--- src/rtl/bcd_pkg.sv ---
// Shared constants and types for the binary-to-BCD converter.
//   state_t          : converter FSM states (IDLE, SHIFT, DONE)
//   SHIFT_BITS       : width of the binary shift register (holds up to 9999)
//   DIGITS           : number of BCD digits produced
//   BCD_W            : total BCD output width (four bits per digit)
//   CNT_W            : width of the shift counter (counts 0..SHIFT_BITS-1)
//   DEFAULT_MAX_VAL  : largest value representable on DIGITS decimal digits
package bcd_pkg;

  typedef enum logic [1:0] {
    IDLE  = 2'd0,
    SHIFT = 2'd1,
    DONE  = 2'd2
  } state_t;

  localparam int SHIFT_BITS      = 14;
  localparam int DIGITS          = 4;
  localparam int BCD_W           = 4 * DIGITS;
  localparam int CNT_W           = 4;
  localparam int DEFAULT_MAX_VAL = 9999;

endpackage

--- src/rtl/bcd_add3.sv ---
// Double-dabble nibble correction: adds 3 to a BCD digit that is 5 or more,
// so that the following left shift carries correctly into the next digit.
// Ports:
//   nib : input  [3:0] BCD digit before the shift
//   adj : output [3:0] corrected digit (no carry out)
module bcd_add3 (
  input  logic [3:0] nib,
  output logic [3:0] adj
);

  always_comb begin
    adj = nib;
    if (nib >= 4'd5) begin
      adj = nib + 4'd3;
    end
  end

endmodule

--- src/rtl/bcd_converter.sv ---
// Sequential binary-to-BCD converter (shift-and-add-3), one result every
// 16 cycles. Inputs above MAX_VAL saturate to 9999 and raise ovf.
// Ports:
//   clk      : input            clock, rising edge
//   rst_n    : input            asynchronous active-low reset
//   num      : input  [WIDTH-1:0] unsigned binary value
//   valid_in : input            num is presented for conversion
//   ready    : output           converter idle, can accept num
//   bcd      : output [15:0]    thousands/hundreds/tens/ones nibbles
//   ovf      : output           last accepted num exceeded MAX_VAL
//   done     : output           one-cycle pulse marking a new bcd/ovf
module bcd_converter
  import bcd_pkg::*;
#(
  parameter int WIDTH   = 16,
  parameter int MAX_VAL = DEFAULT_MAX_VAL
) (
  input  logic             clk,
  input  logic             rst_n,
  input  logic [WIDTH-1:0] num,
  input  logic             valid_in,
  output logic             ready,
  output logic [BCD_W-1:0] bcd,
  output logic             ovf,
  output logic             done
);

  // Clamp the input to the range that fits on four decimal digits.
  function automatic logic [SHIFT_BITS-1:0] sat_val(input logic [WIDTH-1:0] v);
    if (32'(v) > 32'(MAX_VAL)) begin
      return SHIFT_BITS'(MAX_VAL);
    end
    return SHIFT_BITS'(v);
  endfunction

  function automatic logic is_over(input logic [WIDTH-1:0] v);
    return (32'(v) > 32'(MAX_VAL));
  endfunction

  state_t                state_q;
  state_t                state_d;
  logic [SHIFT_BITS-1:0] shift_q;
  logic [SHIFT_BITS-1:0] shift_next;
  logic [BCD_W-1:0]      work_q;
  logic [BCD_W-1:0]      work_adj;
  logic [BCD_W-1:0]      work_next;
  logic [CNT_W-1:0]      cnt_q;
  logic                  ovf_pend_q;
  logic                  accept;
  logic                  last_shift;

  assign accept     = (state_q == IDLE) && valid_in;
  assign last_shift = (state_q == SHIFT) && (cnt_q == CNT_W'(SHIFT_BITS - 1));

  // Correct every digit, then shift working and binary registers as one
  // concatenated value; the bit shifted out of the top is always zero
  // because the clamped input never exceeds 9999.
  for (genvar g = 0; g < DIGITS; g++) begin : g_adj
    bcd_add3 u_add3 (
      .nib (work_q[4*g +: 4]),
      .adj (work_adj[4*g +: 4])
    );
  end

  assign {work_next, shift_next} = {work_adj, shift_q} << 1;

  // FSM state register
  always_ff @(posedge clk or negedge rst_n) begin
    if (!rst_n) begin
      state_q <= IDLE;
    end else begin
      state_q <= state_d;
    end
  end

  // FSM next-state logic
  always_comb begin
    state_d = state_q;
    unique case (state_q)
      IDLE:    if (valid_in)   state_d = SHIFT;
      SHIFT:   if (last_shift) state_d = DONE;
      DONE:                    state_d = IDLE;
      default:                 state_d = IDLE;
    endcase
  end

  // FSM outputs
  always_comb begin
    ready = (state_q == IDLE);
    done  = (state_q == DONE);
  end

  // Datapath: conversion registers and the held result
  always_ff @(posedge clk or negedge rst_n) begin
    if (!rst_n) begin
      shift_q    <= '0;
      work_q     <= '0;
      cnt_q      <= '0;
      ovf_pend_q <= 1'b0;
      bcd        <= '0;
      ovf        <= 1'b0;
    end else if (accept) begin
      shift_q    <= sat_val(num);
      work_q     <= '0;
      cnt_q      <= '0;
      ovf_pend_q <= is_over(num);
    end else if (state_q == SHIFT) begin
      shift_q <= shift_next;
      work_q  <= work_next;
      cnt_q   <= cnt_q + CNT_W'(1);
      // Result registers only move on the final shift so the outputs
      // never expose partial conversions.
      if (last_shift) begin
        bcd <= work_next;
        ovf <= ovf_pend_q;
      end
    end
  end

endmodule

--- config.mk ---
export PLATFORM = sky130hd
export DESIGN_NAME = bcd_converter
export DESIGN_NICKNAME = d
export VERILOG_FILES = /design/src/rtl/bcd_pkg.sv /design/src/rtl/bcd_add3.sv /design/src/rtl/bcd_converter.sv
export SDC_FILE = /design/constraint.sdc
export NUM_CORES = 1
export LEC_CHECK = 0
export BUFFER_PORTS_ARGS = -buffer_cell sky130_fd_sc_hd__buf_2
export CORE_ASPECT_RATIO = 0.75
export CORE_UTILIZATION = 45
export CTS_CLUSTER_SIZE = 24
export DETAILED_ROUTE_END_ITERATION = 8
export PLACE_DENSITY = 0.65
export SLEW_MARGIN = 20
export SYNTH_ARGS = -nofsm -noshare
export SYNTH_HDL_FRONTEND = slang
export SYNTH_SLANG_ARGS = --single-unit
--- constraint.sdc ---
create_clock -name clk -period 4.9 [get_ports clk]
set_clock_uncertainty 0.15 [all_clocks]
set_input_delay 0.245 -clock clk [delete_from_list [all_inputs] [get_ports clk]]
set_output_delay 0.245 -clock clk [all_outputs]
set_load 0.1 [all_outputs]
==> load_flow_metrics.sql, run 1 <==
INSERT INTO impl_metrics (metric_group, metric, value, unit) VALUES
('status', 'status', 'complete, no violations', ''),
('clocking', 'post_cts_resize_count', '0', ''),
('layout', 'final_common_cell', 'dfrtp_1', ''),
('floorplanning', 'floorplan.initialDensity', '47.5', '%'),
('floorplanning', 'rows', '23', ''),
('sta', 'report.final.slew_viol_count', '0', ''),
('worst_setup_path', 'critical_path.slowest_cell', 'or3b_2', ''),
('worst_setup_path', 'path_buf_inv', '0', ''),
('layout', 'final_cell_mix', 'dfrtp_1, o21ai_0, buf_2', ''),
('floorplanning', 'die-area', '0.00602', 'mm2'),
('floorplanning', 'design.core.area', '0.00541', 'mm2'),
('logic_synthesis', 'synth_area_leaders', 'dfrtp_1, o21ai_0, nand2_1, nand3_1, ha_1', ''),
('worst_setup_path', 'depth_of_the_most_critical_reg_to_reg_path', '4', ''),
('logic_synthesis', 'synth_largest_type_area_fraction', '52.6', '%'),
('clocking', 'clock_tree_from_tritoncts', 'yes', ''),
('worst_setup_path', 'worstPathCellList', 'or3b_2 -> nand2_1 -> o31ai_1 -> a32o_1', ''),
('logic_synthesis', 'seq_area_frac_synth', '52.6', '%'),
('logic_synthesis', 'synth_flop_type', 'dfrtp_1', ''),
('layout', 'layout-area-overhead-vs-synth', '14.5', '%'),
('logic_synthesis', 'netlist.top_cell.by_area', 'dfrtp_1', ''),
('logic_synthesis', 'synth.ff_latch_count', '54', ''),
('clocking', 'deepest_level_of_the_cts_h_tree', '2', ''),
('clocking', 'numCtsBuffers', '5', ''),
('grt', 'gr-usage-met2', '29.8', '%'),
('worst_setup_path', 'timing.rr.start', 'state_q[1]', ''),
('logic_synthesis', 'synth_fp_nets', '293', ''),
('sta', 'worstMarginPinSlew', '0.690', 'ns'),
('clocking', 'clock_tree.root_cell', 'clkbuf_8', ''),
('sta', 'final_hold_slack', '0.0390', 'ns'),
('clocking', 'postCtsSetupBuffers', '0', ''),
('clocking', 'clkLatencyLatePin', '0.30', 'ns'),
('placement', 'hpwlAfterDp', '3480', 'um'),
('layout', 'num_antenna_cells', '0', ''),
('drt', 'dr_total_vias', '1983', ''),
('clocking', 'numClockSinks', '54', ''),
('flow_run', 'number_of_maximum_capacitance_constraint_violations', '0', ''),
('logic_synthesis', 'netlist_area', '0.00257', 'mm2'),
('floorplanning', 'ioPinCount', '38', ''),
('grt', 'grt_pass1_wl', '8650', 'um'),
('logic_synthesis', 'synth_enable_flop_cells', '0', ''),
('layout', 'instances_no_fill', '374', ''),
('grt', 'busiest_layer', 'met2', ''),
('layout', 'fraction_of_final_layout_cells_with_drive_strength_greater_than_1', '19.1', '%'),
('floorplanning', 'die_h', '67.5', 'um'),
('drt', 'routed_via_density', '5.30', ''),
('sta', 'period_minus_slack', '2.28', 'ns'),
('logic_synthesis', 'post_synth_num_cell_types', '33', ''),
('layout', 'num-nets-final', '328', ''),
('hold_path', 'min_delay_worst_endpoint', 'shift_q[11]', ''),
('sta', 'crit_share_post_route', '46.6', '%'),
('clocking', 'cts.path.max_buffers', '2', ''),
('sta', 'fmax', '0.438', 'GHz'),
('hold_path', 'worstHoldPathType', 'input pin to register', ''),
('grt', 'global_route.usage.total', '19.0', '%'),
('logic_synthesis', 'yosysWarningCount', '0', ''),
('sta', 'max_slew_margin', '54.0', '%'),
('logic_synthesis', 'synth_cells', '264', ''),
('sta', 'rsz0062_at_grt', 'no', ''),
('drt', 'routed_wl', '5180', 'um'),
('placement', 'numPlacedInstances', '366', ''),
('drt', 'post_drt_wl_per_cell', '13.8', 'um'),
('worst_setup_path', 'r2r-end', 'work_q[11]', ''),
('worst_setup_path', 'worstSetupPathType', 'register to register', ''),
('drt', 'antenna_left', '0', ''),
('drt', 'route.detailed.drc', '0', ''),
('layout', 'multi_input_area', '0.00112', 'mm2'),
('layout', 'filler_cell_count', '513', ''),
('worst_setup_path', 'crit_family', 'simple AND/OR/NAND/NOR gates', ''),
('logic_synthesis', 'async_flop_share', '100', '%'),
('grt', 'antenna_found_initial', '0', ''),
('logic_synthesis', 'synth_area_per_cell', '9.74', 'um2');
## routing by layer
layer	share of wire, %	vias up	routed length, um
met4	0.70	0	36
met1	50	931	2590
met5	0	-	0
met2	44	44	2260
met3	5.6	4	288
li1	-	1004	-
## layout make-up
type                    instances  share of cell area [%]
flip-flops and latches         54                    45.9
multi-input cells             185                    38.2
repair buffers                 41                    7.39
well taps                      75                    3.19
clock buffers                   6                    2.80
inverters                      12                    1.53
clock inverters                 1                    1.02
## cells by family (layout without fill, tap and decap cells)
logic type                 Yosys count  in the layout  synth area share, %
and+or+nand+nor                     93             93                 18.6
AOI/OAI and AO/OA                   74             74                 17.1
DFF                                 54             54                 52.6
buffers and inverters               25             60                 3.70
adders and majority gates           10             10                 4.87
xor gates and xnor gates             4              4                 1.36
muxes                                4              4                 1.75
## per-stage QoR
stage                     util, %  area, um2  setup slack, ns
after detailed placement     52.2       2820             2.68
after global placement       52.2       2820             2.74
after global routing         54.4       2950             2.53
after floorplan                 -       2570             2.75
final                        54.4       2950             2.62
after CTS                    54.4       2950             2.62
## cell usage after synthesis, types with 4 or more instances
cell type and n:
clkbuf_1 10, nand2_1 35, a22oi_1 5, o31ai_1 5, ha_1 10, a21oi_1 15
nor2_1 8, inv_1 12, o21ai_0 37, a32o_1 4, nor3b_1 7, nand3_1 26
nand2b_1 5, dfrtp_1 54, xnor2_1 4, mux2_2 4
## state kept, by name, summed over array words and instances, names as in the netlist
signal      count
bcd            16
work_q         16
shift_q        14
cnt_q           4
state_q         2
ovf             1
ovf_pend_q      1
## tightest hold or removal path, delay by kind of cell
family,cells,cell delay [ns]
compound gates,1,0.06
buf+inv,2,0.15
## how the worst max path moves through the flow
stage / slack [ns] / cells past startpoint / startpoint / end
floorplan: 2.75 / 1 / state_q[1] / done
global placement: 2.74 / 4 / state_q[1] / work_q[7]
detailed placement: 2.68 / 4 / state_q[1] / work_q[11]
CTS: 2.62 / 4 / state_q[1] / work_q[11]
global route: 2.53 / 4 / state_q[1] / work_q[11]
finish: 2.62 / 4 / state_q[1] / work_q[11]
## repair_timing
action / in CTS / in global routing
hold buffers: 1 / 0
endpoints found under the setup margin: 0 / 0
hold endpoints to repair: 54 / 0
Power of run 1 is left out: the tool's default activity adds up to more than one toggle a clock period on the data nets, which glitch-free logic cannot reach.
==> run 2: changes to the inputs <==
==> constraint.sdc (replaced) <==
create_clock -name clk -period 2.35 [get_ports clk]
set_clock_uncertainty 0.15 [all_clocks]
set_input_delay 0.1175 -clock clk [delete_from_list [all_inputs] [get_ports clk]]
set_output_delay 0.1175 -clock clk [all_outputs]
set_load 0.1 [all_outputs]
==> run 2 against run 1 <==
Effect of this change:
- first-iteration DRC count down 35%
- flip-flop and latch count unchanged
- critical path depth up 2
- worst setup slack worse by 2.2 ns
- register-to-register slack worse by 2.2 ns
- sequential share of layout area down 2.6 points
- utilization up 3.3 points
- non-clock buffer count up 20
- largest cell class unchanged
==> load_flow_metrics.sql, run 2 (same netlist as run 1, synthesis figures left out) <==
INSERT INTO impl_metrics (metric_group, metric, value, unit) VALUES
('layout', 'layout.cell_area.non_filler', '0.00312', 'mm2'),
('worst_setup_path', 'worstPathCellList', 'dlygate4sd3_1 -> buf_2 -> or4_1 -> or3_4 -> a21o_4 -> o21ai_1', ''),
('clocking', 'clock_tree_from_tritoncts', 'yes', ''),
('grt', 'grt_pass1_wl', '9080', 'um'),
('drt', 'route.detailed.drc', '0', ''),
('clocking', 'clk_pin_slew_worst_paths', '0.09', 'ns'),
('clocking', 'deepest_level_of_the_cts_h_tree', '2', ''),
('worst_setup_path', 'worstSetupPathType', 'input pin to register', ''),
('worst_setup_path', 'critical_path.max_stage_delay', '0.53', 'ns'),
('floorplanning', 'die_h', '67.5', 'um'),
('worst_setup_path', 'worst-endpoint-arrival', '2.05', 'ns'),
('drt', 'antenna_left', '0', ''),
('sta', 'timing.final.hold_violations', '0', ''),
('status', 'status', 'complete, no violations', ''),
('sta', 'crit_share_post_route', '83.8', '%'),
('grt', 'antenna_found_initial', '0', ''),
('floorplanning', 'die-area', '0.00602', 'mm2'),
('layout', 'num_antenna_cells', '0', ''),
('drt', 'dr_total_vias', '2088', ''),
('layout', 'final-seq-area', '0.00135', 'mm2'),
('drt', 'post_drt_wl_per_cell', '13.7', 'um'),
('worst_setup_path', 'critical_path.startpoint_type', 'input pin', ''),
('clocking', 'postCtsSetupBuffers', '0', ''),
('layout', 'instances_no_fill', '395', ''),
('grt', 'grt_start_max_net_pins', '34', ''),
('clocking', 'clock_tree.root_cell', 'clkbuf_8', ''),
('worst_setup_path', 'setup_crit_end_kind', 'register', ''),
('layout', 'fraction_of_final_layout_cells_with_drive_strength_greater_than_1', '19.7', '%'),
('floorplanning', 'ioPinCount', '38', ''),
('layout', 'layout-area-overhead-vs-synth', '21.4', '%'),
('grt', 'grt_pass1_vias', '1942', ''),
('sta', 'max_slew_margin', '59.0', '%'),
('layout', 'multi_input_area', '0.00112', 'mm2'),
('flow_run', 'number_of_maximum_capacitance_constraint_violations', '0', ''),
('sta', 'timing.setup.tns', '0', 'ns'),
('worst_setup_path', 'critPathMaxFanout', '9', ''),
('layout', 'largestRegisters', 'bcd (16), work_q (16), shift_q (14)', ''),
('sta', 'fmax', '0.508', 'GHz'),
('clocking', 'cts.path.max_buffers', '2', ''),
('drt', 'routed_via_density', '5.29', ''),
('placement', 'hpwlAfterDp', '3750', 'um'),
('floorplanning', 'rows', '23', ''),
('layout', 'final_common_cell', 'dfrtp_1', ''),
('placement', 'portBuffers', '37', ''),
('drt', 'routed_wl', '5430', 'um'),
('drt', 'drt_first_iter_violations', '77', ''),
('worst_setup_path', 'crit_family', 'simple AND/OR/NAND/NOR gates', ''),
('grt', 'congestion_overflow_gr', '0', ''),
('clocking', 'numCtsBuffers', '5', ''),
('placement', 'post_dp_cell_area', '0.00288', 'mm2'),
('clocking', 'clkLatencyLatePin', '0.29', 'ns'),
('floorplanning', 'die_width', '89.3', 'um'),
('sta', 'period_minus_slack', '1.97', 'ns'),
('sta', 'report.final.slew_viol_count', '0', ''),
('layout', 'num-nets-final', '348', ''),
('placement', 'numPlacedInstances', '372', ''),
('drt', 'drtPass1Iterations', '4', ''),
('floorplanning', 'design.core.area', '0.00541', 'mm2'),
('clocking', 'numClockSinks', '54', ''),
('placement', 'gpl.final_weighted_congestion', '0.775', ''),
('sta', 'rsz0062_at_grt', 'no', ''),
('floorplanning', 'floorplan.initialDensity', '47.5', '%'),
('worst_setup_path', 'required', '2.43', 'ns'),
('hold_path', 'worstHoldPathType', 'input pin to register', ''),
('layout', 'filler_cell_count', '514', ''),
('grt', 'global_route.usage.total', '20.0', '%'),
('sta', 'final_setup_violations', '0', ''),
('worst_setup_path', 'path_buf_inv', '2', ''),
('layout', 'final_cell_mix', 'dfrtp_1, o21ai_0, buf_2', ''),
('worst_setup_path', 'critical_path.slowest_cell', 'dlygate4sd3_1', ''),
('sta', 'worstMarginPinSlew', '0.612', 'ns');
run 2: changes by cell type in the layout (fill, tap and decap cells not counted), sizes merged:
cell / previous run / this run
dlygate4sd3: 1 / 15
buf: 40 / 46
bufinv: 1 / 0
clkbuf: 6 / 7
clkinv: 0 / 1
run 2: final cells by class:
| cell class | count | share of cell area [%] |
|---|---|---|
| clock buffer | 7 | 2.77 |
| clock inverter | 1 | 0.160 |
| inverter | 12 | 1.44 |
| multi-input combinational | 185 | 36.0 |
| sequential | 54 | 43.3 |
| tap | 75 | 3.01 |
| timing repair buffer | 61 | 13.3 |
run 2: what timing repair did:
item	CTS	global route
hold buffers	15	0
resized for setup	0	0
hold endpoints to repair	68	0
run 2: stage by stage:
stage | setup WS, ns | hold WS [ns] | utilization, %
6_report | 0.380 | 0.0438 | 57.7
5_1_grt | 0.284 | 0.0514 | 57.7
4_1_cts | 0.400 | 0.0333 | 57.7
3_5_place_dp | 0.435 | -0.155 | 53.2
3_3_place_gp | 0.478 | -0.150 | 53.2
2_1_floorplan | 0.325 | -0.328 | -
run 2: path summary, 6_finish.rpt:
check	start	endpoint	slack (ns)	cells after the start
min in group asynchronous	rst_n	shift_q[8]	0.06	2
max reg2reg	state_q[1]	work_q[11]	0.40	4
max	num[12]	shift_q[2]	0.38	6
min	num[14]	shift_q[7]	0.04	4
max in group asynchronous	rst_n	work_q[3]	1.47	3
min reg2reg	ovf	ovf	0.32	2
run 2: tightest hold or removal path, delay by kind of cell:
family / cells / cell delay [ns]
and+or+nand+nor: 2 / 0.16
AOI/OAI and AO/OA: 1 / 0.06
buffers and inverters: 1 / 0.12
run 2: metal layers:
layer	part of all wire [%]	vias up	GRT usage [%]	wire, um
met5	0	-	0	0
met4	0.98	0	5.95	53
met3	4.4	6	4.28	241
met2	42	46	30.4	2290
met1	52	993	28.6	2840
li1	-	1043	-	-
Power of run 2 is left out for the same reason.
==> run 3: changes to the inputs <==
--- a/config.mk
+++ b/config.mk
@@ -10,7 +10,7 @@
 export CORE_UTILIZATION = 45
 export CTS_CLUSTER_SIZE = 24
 export DETAILED_ROUTE_END_ITERATION = 8
-export PLACE_DENSITY = 0.65
+export PLACE_DENSITY = 0.68
 export SLEW_MARGIN = 20
 export SYNTH_ARGS = -nofsm -noshare
 export SYNTH_HDL_FRONTEND = slang
==> constraint.sdc (replaced) <==
create_clock -name clk -period 1.64 [get_ports clk]
set_clock_uncertainty 0.15 [all_clocks]
set_input_delay 0.082 -clock clk [delete_from_list [all_inputs] [get_ports clk]]
set_output_delay 0.082 -clock clk [all_outputs]
set_load 0.1 [all_outputs]
==> run 3 against run 2 <==
Effect of this change:
- the flow now finishes with violations (setup timing)
- die area unchanged
- count of clock-buffer cells in the layout unchanged
- design area up 17%
- register-to-register slack worse by 0.46 ns
- non-clock buffer count up 32
- worst setup slack worse by 0.44 ns
- critical path depth down 1
- via count up 8.4%
- hold slack worse by 0.0045 ns
- utilization up 9.7 points
==> load_flow_metrics.sql, run 3 (same netlist as run 1, synthesis figures left out) <==
INSERT INTO impl_metrics (metric_group, metric, value, unit) VALUES
('worst_setup_path', 'critical_path.max_stage_delay', '0.44', 'ns'),
('drt', 'drtPass1Iterations', '7', ''),
('grt', 'grt_pass1_wl', '9650', 'um'),
('worst_setup_path', 'worst-endpoint-arrival', '1.80', 'ns'),
('floorplanning', 'die_h', '67.5', 'um'),
('floorplanning', 'design.core.area', '0.00541', 'mm2'),
('grt', 'congestion_overflow_gr', '0', ''),
('sta', 'period_minus_slack', '1.70', 'ns'),
('floorplanning', 'die-area', '0.00602', 'mm2'),
('clocking', 'deepest_level_of_the_cts_h_tree', '2', ''),
('worst_setup_path', 'required', '1.74', 'ns'),
('drt', 'routed_via_density', '5.30', ''),
('clocking', 'clock_tree_from_tritoncts', 'yes', ''),
('clocking', 'clk_pin_slew_worst_paths', '0.10', 'ns'),
('sta', 'worstMarginPinSlew', '0.484', 'ns'),
('clocking', 'clkLatencyLatePin', '0.31', 'ns'),
('worst_setup_path', 'critical_path.startpoint_type', 'register', ''),
('hold_path', 'min_delay_worst_endpoint', 'shift_q[7]', ''),
('worst_setup_path', 'worstPathCellList', 'or3b_4 -> nor4_4 -> buf_4 -> a222oi_1 -> inv_1', ''),
('floorplanning', 'rows', '23', ''),
('drt', 'route.detailed.drc', '0', ''),
('worst_setup_path', 'r2r-end', 'shift_q[11]', ''),
('layout', 'layout-area-overhead-vs-synth', '41.8', '%'),
('floorplanning', 'floorplan.initialDensity', '47.5', '%'),
('hold_path', 'worstHoldPathType', 'input pin to register', ''),
('floorplanning', 'ioPinCount', '38', ''),
('layout', 'fraction_of_final_layout_cells_with_drive_strength_greater_than_1', '38.6', '%'),
('drt', 'routed_wl', '6190', 'um'),
('layout', 'final_common_cell', 'dfrtp_1', ''),
('drt', 'antenna_left', '0', ''),
('sta', 'timing.final.hold_violations', '0', ''),
('sta', 'rsz0062_at_grt', 'yes', ''),
('worst_setup_path', 'setup_crit_end_kind', 'register', ''),
('placement', 'hpwlAfterDp', '3760', 'um'),
('sta', 'final_hold_slack', '0.0393', 'ns'),
('layout', 'filler_cell_count', '426', ''),
('layout', 'num-nets-final', '380', ''),
('worst_setup_path', 'critPathMaxFanout', '5', ''),
('clocking', 'clock_tree.root_cell', 'clkbuf_8', ''),
('clocking', 'numCtsBuffers', '5', ''),
('grt', 'global_route.usage.total', '21.2', '%'),
('hold_path', 'timing.hold.worst_path_depth', '5', ''),
('flow_run', 'number_of_maximum_capacitance_constraint_violations', '0', ''),
('drt', 'drt_first_iter_violations', '131', ''),
('worst_setup_path', 'worst-r2r-setup-slack', '-0.06', 'ns'),
('drt', 'post_drt_wl_per_cell', '14.5', 'um'),
('layout', 'largestRegisters', 'bcd (16), work_q (16), shift_q (14)', ''),
('sta', 'fmax', '0.587', 'GHz'),
('sta', 'report.final.slew_viol_count', '0', ''),
('placement', 'gpl.final_weighted_congestion', '0.781', ''),
('grt', 'grt_pass1_vias', '2023', ''),
('floorplanning', 'die_width', '89.3', 'um'),
('layout', 'final_core_util', '67.4', '%'),
('worst_setup_path', 'critical_path.slowest_cell', 'or3b_4', ''),
('status', 'status', 'finished with violations', ''),
('sta', 'crit_share_post_route', '104', '%'),
('placement', 'portBuffers', '37', ''),
('layout', 'final_cell_mix', 'dfrtp_1, buf_2, buf_4', ''),
('drt', 'dr_total_vias', '2264', ''),
('clocking', 'cts.path.max_buffers', '2', ''),
('worst_setup_path', 'depth_of_the_most_critical_reg_to_reg_path', '5', ''),
('hold_path', 'hold_start', 'num[14]', ''),
('sta', 'max_slew_margin', '68.0', '%'),
('grt', 'grt_start_max_net_pins', '55', ''),
('layout', 'num_antenna_cells', '0', ''),
('status', 'failed_checks', 'setup timing', ''),
('worst_setup_path', 'worstSetupPathType', 'register to register', ''),
('clocking', 'numClockSinks', '54', ''),
('grt', 'antenna_found_initial', '0', ''),
('sta', 'post-route-worst-setup-slack', '-0.0636', 'ns'),
('sta', 'final_setup_violations', '7', ''),
('worst_setup_path', 'timing.rr.start', 'state_q[1]', '');
-- run 3: cell count changes in the layout (fill, tap and decap cells not counted), sizes merged --
cell,delta
buf,+31
clkbuf,+1
-- run 3: how the worst max path moves through the flow --
stage	to	cells past startpoint	slack [ns]	startpoint
after floorplan	shift_q[5]	5	-0.06	state_q[1]
after global placement	shift_q[2]	5	-0.03	num[15]
after detailed placement	shift_q[2]	5	-0.07	num[15]
after CTS	shift_q[11]	5	-0.05	state_q[1]
after global routing	shift_q[5]	4	-0.11	state_q[1]
final	shift_q[11]	5	-0.06	state_q[1]
-- run 3: cell type report --
cell class	instances	area [um2]	area share, %
well taps	75	93.8	2.57
inverters	12	45.0	1.23
clock buffers	7	86.3	2.37
flip-flops and latches	54	1350	37.0
clock inverters	1	5.00	0.137
repair buffers	93	709	19.5
multi-input cells	185	1360	37.2
-- run 3: metrics by stage --
step,setup TNS (ns),cells,cell area (um2),worst slack [ns]
after global routing,-0.766,427,3650,-0.113
after global placement,-0.254,396,3130,-0.0330
after CTS,-0.139,426,3450,-0.0456
after floorplan,-0.229,264,2610,-0.0587
after detailed placement,-0.720,396,3130,-0.0685
final,-0.186,427,3650,-0.0636
-- run 3: repair_timing --
action	4_1_cts	5_1_grt
setup buffers	7	3
gates resized for setup	14	49
hold buffers	15	0
pin swaps	5	17
endpoints found under the hold margin	68	0
setup endpoints to repair	25	39
-- run 3: routing by layer --
layer / share of wire, % / wire (um) / global-route usage [%]
met1: 48 / 3000 / 30.8
met2: 47 / 2890 / 31.9
met5: 0 / 0 / 0
met3: 3.7 / 226 / 4.16
met4: 1.2 / 77 / 6.55
-- run 3: critical path, delay by kind of cell, from the launching register on --
kind / cells / cell delay (ns)
flops: 1 / 0.39
buf+inv: 2 / 0.25
compound gates: 1 / 0.07
simple gates: 2 / 0.77
Power of run 3 is left out for the same reason.
